--- src/rtl/rf_wr_arbiter.sv ---
`default_nettype none
// ============================================================================
// Module   : rf_wr_arbiter
// Brief    : Round-robin arbiter sharing the register file write port between
//            the ALU writeback and LSU load-data requesters.
// Revision : 1.0 - initial release
// ============================================================================
module rf_wr_arbiter #(
  parameter int DATA_W = 32,
  parameter int ADDR_W = 5,
  parameter int CNT_W  = 16
) (
  input  logic              clk,
  input  logic              rst,
  input  logic              req0_valid,
  output logic              req0_ready,
  input  logic [ADDR_W-1:0] req0_rd,
  input  logic [DATA_W-1:0] req0_data,
  input  logic              req1_valid,
  output logic              req1_ready,
  input  logic [ADDR_W-1:0] req1_rd,
  input  logic [DATA_W-1:0] req1_data,
  input  logic              rf_hold,
  output logic              rf_wen,
  output logic [ADDR_W-1:0] rf_waddr,
  output logic [DATA_W-1:0] rf_wdata,
  output logic [CNT_W-1:0]  conflict_cnt
);

  localparam logic [CNT_W-1:0] CNT_MAX = '1;

  logic              wen_q;
  logic [ADDR_W-1:0] waddr_q;
  logic [DATA_W-1:0] wdata_q;
  logic              last_grant;
  logic [CNT_W-1:0]  cnt_q;

  logic              both_valid;
  logic              xfer;
  logic [ADDR_W-1:0] sel_rd;
  logic [DATA_W-1:0] sel_data;

  assign both_valid = req0_valid & req1_valid;

  // On contention the requester that did not win last time is served.
  always_comb begin
    req0_ready = 1'b0;
    req1_ready = 1'b0;
    if (!rst && !rf_hold) begin
      if (both_valid) begin
        req0_ready = last_grant;
        req1_ready = ~last_grant;
      end else begin
        req0_ready = req0_valid;
        req1_ready = req1_valid;
      end
    end
  end

  assign xfer     = req0_ready | req1_ready;
  assign sel_rd   = req1_ready ? req1_rd   : req0_rd;
  assign sel_data = req1_ready ? req1_data : req0_data;

  always_ff @(posedge clk) begin
    if (rst) begin
      wen_q      <= 1'b0;
      waddr_q    <= '0;
      wdata_q    <= '0;
      last_grant <= 1'b1;
      cnt_q      <= '0;
    end else if (!rf_hold) begin
      if (xfer) begin
        waddr_q    <= sel_rd;
        wdata_q    <= sel_data;
        wen_q      <= (sel_rd != '0);
        last_grant <= req1_ready;
      end else begin
        wen_q <= 1'b0;
      end
      if (both_valid && (cnt_q != CNT_MAX)) begin
        cnt_q <= cnt_q + 1'b1;
      end
    end
  end

  // Gating with rst drops a pending write during the reset cycle itself.
  assign rf_wen       = wen_q & ~rf_hold & ~rst;
  assign rf_waddr     = rst ? '0 : waddr_q;
  assign rf_wdata     = rst ? '0 : wdata_q;
  assign conflict_cnt = rst ? '0 : cnt_q;

endmodule
`default_nettype wire

--- config.mk ---
export PLATFORM = sky130hd
export DESIGN_NAME = rf_wr_arbiter
export DESIGN_NICKNAME = d
export VERILOG_FILES = /design/src/rtl/rf_wr_arbiter.sv
export SDC_FILE = /design/constraint.sdc
export NUM_CORES = 1
export LEC_CHECK = 0
export CAP_MARGIN = 15
export CORE_UTILIZATION = 45
export CTS_CLUSTER_DIAMETER = 60
export CTS_CLUSTER_SIZE = 14
export DETAILED_ROUTE_END_ITERATION = 8
export HOLD_SLACK_MARGIN = 0.03
export PLACE_DENSITY_LB_ADDON = 0.1
export SLEW_MARGIN = 20
export SYNTH_ARGS = -nofsm -noshare
export SYNTH_HDL_FRONTEND = slang
export SYNTH_SLANG_ARGS = --single-unit
--- constraint.sdc ---
create_clock -name clk -period 4.27 [get_ports clk]
set_input_delay 0.6405 -clock clk [delete_from_list [all_inputs] [get_ports clk]]
set_output_delay 0.6405 -clock clk [all_outputs]
set_load 0.03 [all_outputs]
Yosys cells after proc, flatten, opt, wreduce, memory -nomap -nowiden

Index checks and enable logic that the tools add are counted.

Register bits after elaboration: 55
Word-level logic and storage cells: 31

Equal/unequal tests: 1
$add $sub $neg: 1
Muxes and demuxes: 10
Bitwise gates (word level): 7
Reductions and logical operators: 7

Operators by type and width:

| operator                                      | count |
|---|---|
| 2-to-1 mux 32 bit                             | 2 |
| adder 16 x 1 -> 16 bit, second input constant | 1 |
| 2-to-1 mux 16 bit                             | 1 |
| inequality test 16 bit, second input constant | 1 |
| 2-to-1 mux 5 bit                              | 2 |
| 2-to-1 mux 1 bit                              | 5 |
| nonzero test 5 bit                            | 1 |
| AND reduction 2 bit                           | 2 |
| AND 1 bit                                     | 3 |
| NOT 1 bit                                     | 3 |
| logical AND 1 bit                             | 2 |
| zero test 1 bit                               | 2 |
| OR 1 bit                                      | 1 |

Logic depth before layout (Yosys ltp)

Depth in word-level cells: 6
Depth in mapped cells: 7
Mapped depth without buffers: 5

Worst setup path after synthesis

OpenSTA, ideal clock, no wires.

Path type: in2out
Start point: in rst
End point: out req1_ready
Path buffers: 3
Arrival time: 1.675 ns
Cell stages on the path: 6
Setup slack: 1.954 ns
Required time: 3.629 ns
Cells stage by stage: buf_2 -> nor2_1 -> nand3_1 -> buf_2 -> buf_4 -> inv_1

Word-level cells in the longest chain between the ends: 3

Ends and longest elaborated chain:

| item              | RTL line | RTL |
|---|---|---|
| start, declared   | 14       | `input logic rst,` |
| zero test 1 bit   | 49       | `if (!rst && !rf_hold) begin` |
| logical AND 1 bit | 49       |  |
| 2-to-1 mux 1 bit  | 49       |  |
| end, declared     | 20       | `output logic req1_ready,` |

Every way passes these cells.

Worst setup path in the final report

Start point: in rf_hold
End point: out req1_ready

Word-level cells in the longest chain between the ends: 3

Ends and longest elaborated chain:

| item              | RTL line | RTL |
|---|---|---|
| start, declared   | 23       | `input logic rf_hold,` |
| zero test 1 bit   | n/a      |  |
| logical AND 1 bit | 49       |  |
| 2-to-1 mux 1 bit  | 49       |  |

Every way passes these cells.

==> results.md <==
Pwr:
- The cell-internal power is 0.785 mW.
- The static leakage power is 1.77 nW.
- Of the total power, the clock network draws 25.8%.
- The combinational share of power is 22.4%.
- The total power density per cell area is 240 nW/µm².
- The power spent charging and discharging nets is 0.276 mW.
- The power share of the sequential group is 51.8%.
- The fraction of power spent switching nets is 26.0%.
- The overall power consumption is 1.06 mW.
- The peak supply drop is 0.144 mV.

Floorplanning:
- The floorplan row count is 29.
- The die is 83.1 µm tall.
- The effective utilization at floorplan is 46.6%.
- The number of top-level design ports is 135.
- The die covers 6900 µm².
- The width of the chip is 83.1 µm.
- After floorplanning, the core was sized to cover 6350 µm².

Logic synthesis:
- The xor/xnor cell area share of the yosys netlist is 0%.
- The primary flip-flop cell chosen by synthesis mapping is dfxtp_1.
- In the synthesized netlist the async set-or-reset flop fraction comes to 0%.
- The number of warnings reported in the yosys synthesis log is 0.
- Sequential cells were found to cover 37.2% of the synthesized design area.
- Yosys mapped a number of flops with a built-in enable equal to 0.
- The synthesized netlist devotes 0.423% of its cell area to adder and majority cells.
- The mean instance size in the synthesized netlist is 8.67 µm².
- The synthesized netlist devotes 27.0% of its cell area to simple gates.
- The commonest cells after synthesis are dfxtp_1 (55), nor2_1 (53), nor2b_1 (51).
- The cell area after technology mapping is 2960 µm².
- Of all cell types, the one taking the most synthesized area is dfxtp_1.
- The cell count after synthesis came out at 341.
- After synthesis the netlist holds a flip-flop and latch count of 55.
- After synthesis, the cell types taking the most area are dfxtp_1 (37%), mux2i_1 (13%), a211oi_1 (11%).
- The top-area cell type share of the netlist area is 37.2%.
- The number of distinct standard cells referenced by the synthesized netlist is 39.
- After synthesis, the largest family of logic cells by area is simple AND/OR/NAND/NOR gates.
- In the synthesized netlist, mux cells make up 16.7% of the area.
- The number of nets handed over by synthesis was 421.
- Summing the areas of all compound-gate instances in the mapped netlist gives 14.6% of the synthesized area.
- By instance count, the leading cell after synthesis is dfxtp_1.

Layout:
- 0 antenna diodes ended up in the layout.
- The combined flip-flop and latch cell area is 1100 µm².
- Cells with a size suffix above 1 make up 5.21% of the layout.
- The count of nets after finishing is 540.
- From synthesis to final layout, the design area changed by 49.1%.
- The number of fillers in the final layout is 557.
- In the final layout, the multi-input gates occupy 1740 µm².

Timing:
- The tightest hold margin is 0.497 ns.
- Measured against its own limit, the worst slew margin works out to 53.9%.
- Of the available clock period, the critical path in the final layout requires 68.8%.
- The final-layout setup total negative slack is 0 ns.
- The highest clock frequency the design can meet is 340 MHz.
- The number of max-slew violations in the final report is 0.
- The number of hold violations in the final report came to 0.
- The shortest period the worst path allows is 2.94 ns.
- At the pin with the least slew margin, the transition time is 0.691 ns.
- Setup repair after global routing left no endpoint under its margin.
- Across the routed clock network, the largest skew measured is 0.00984 ns.
- The setup-violating endpoint count in the final report is 0.

Global routing:
- The first global-routing pass estimated 11.7 mm of wire.
- The maximum number of pins on one net before global-route repair is 76.
- Across every metal layer, demand over resource in global routing totals 20.6%.
- The initial antenna violation count was 0.
- The via count of the first global-routing pass is 2,633.
- The aggregate global routing overflow is 0.

Critical path:
- The data arrival time at the worst-slack endpoint is 2.30 ns.
- The kind of start point of the critical path is a primary input.
- Of all nets on the critical path, the largest fanout is 6.
- The type of destination of the critical path is a primary output.
- STA puts the critical path data required time at 3.63 ns.
- The start-to-end type of the worst setup path is primary input to primary output.

Clock network:
- The later pin in the worst-skew pair is clocked with a latency of 0.30 ns.
- The clock edge transition at the registers on the reported setup and hold paths is 0.08 ns.
- After clock tree synthesis, the setup repair step added 0 buffers.
- The number of hold buffers added after CTS is 0.
- The clock net sink count is 55.
- The depth of the CTS H-tree is 2.
- In this run, post-CTS repair resized a total of 0 instances.
- In this run the deepest clock path goes through 2 buffers.
- Buffers inserted during clock tree synthesis total 5.
- The library cell used as clock root buffer is clkbuf_8.
- The CTS tree is built.

Placement:
- The number of I/O port buffers is 134.
- Detailed placement ended at an HPWL of 5.22 mm.
- The last weighted congestion value of the routability-driven placer is 0.814.

Route:
- For this run, design rule violations remaining after detail routing come to 0.
- The count of nets left with antenna violations after detail routing is 0.
- For this block, the initial DRC count from the detailed router was 97.
- The first detailed-routing pass took 4 iterations.
- After detailed routing, the average wire length per cell comes to 13.0 µm.
- The aggregate routed wire length is 7.02 mm.
- The total via count after detailed routing is 2,810.
- The routed via count divided by cell count is 5.22.

Job:
- The tool flagged a number of max-cap violations equal to 0.

Worst hold path:
- The worst min-delay path class is flip-flop to flip-flop.

Run status:
- The flow ran to the end, and the final reports show no timing, DRC or antenna violations.
layout make-up:
type / count / share of cell area [%]
well taps: 77 / 2.19
inverters: 4 / 0.341
multi-input cells: 257 / 39.5
clock buffers: 7 / 1.73
flip-flops and latches: 55 / 25.0
repair buffers: 137 / 31.2
clock inverters: 1 / 0.114
critical path, cell delays in order:
cell             delay (ns)
clkdlybuf4s50_1        0.50
nor2_1                 0.28
nand3_2                0.12
inv_1                  0.06
clkdlybuf4s50_1        0.70
cell usage in the layout (no fill, tap or decap), types with 2 or more instances in the layout:
cell / count
o21ai_0: 2
dfxtp_1: 55
mux2_2: 10
clkbuf_1: 2
a21oi_1: 5
clkdlybuf4s50_1: 133
clkbuf_8: 5
and2_1: 3
or4_1: 3
or3_1: 3
and3_1: 3
nand2b_1: 3
nand2_1: 7
nor2_1: 53
a211oi_1: 43
buf_4: 3
mux2i_1: 38
nor3_1: 6
nand3_1: 7
inv_1: 4
nor2b_1: 51
cell families after synthesis:
| family | after synthesis |
|---|---|
| buffers and inverters | 29 |
| AO/OA/AOI/OAI | 59 |
| AND/OR/NAND/NOR | 149 |
| adder cells (fa/ha/maj) | 1 |
| flip-flops | 55 |
| multiplexers | 48 |
through the flow:
step	worst slack [ns]	utilization, %	area, µm²	cells
2_1_floorplan	1.95	-	2960	341
3_3_place_gp	1.39	68.2	4330	530
3_5_place_dp	1.33	68.2	4330	530
4_1_cts	1.32	69.4	4410	538
5_1_grt	1.26	69.4	4410	538
6_report	1.33	69.4	4410	538
power groups by stage:
| stage | clock (mW) | combinational (mW) | sequential (mW) |
|---|---|---|---|
| 2_1_floorplan | 0 | 0.123 | 0.557 |
| 3_3_place_gp | 0 | 0.236 | 0.559 |
| 3_5_place_dp | 0 | 0.239 | 0.561 |
| 4_1_cts | 0.285 | 0.240 | 0.549 |
| 5_1_grt | 0.303 | 0.258 | 0.553 |
| 6_report | 0.274 | 0.238 | 0.549 |
path summary, 6_finish.rpt:
path	from	endpoint	slack (ns)	depth (start not counted)
worst max register to register	cnt_q[3]	cnt_q[12]	2.39	4
worst min register to register	wen_q	wen_q	0.50	2
worst min-delay path	wen_q	wen_q	0.50	2
worst max-delay path	rf_hold	req1_ready	1.33	5
sequential cells by signal, indices dropped and copies added, names as in the netlist:
register	flops
cnt_q	16
last_grant	1
waddr_q	5
wdata_q	32
wen_q	1
layer usage:
| metal | wire, µm | GRT usage, % | up-vias | share of wire [%] |
|---|---|---|---|---|
| met1 | 2880 | 23.0 | 1266 | 41 |
| met2 | 3530 | 37.0 | 87 | 50 |
| met4 | 74 | 5.49 | 0 | 1.1 |
| met3 | 538 | 7.06 | 7 | 7.7 |
| met5 | 0 | 0 | - | 0 |
| li1 | - | - | 1450 | - |
Note: power is estimated with default switching activity, not from simulation.
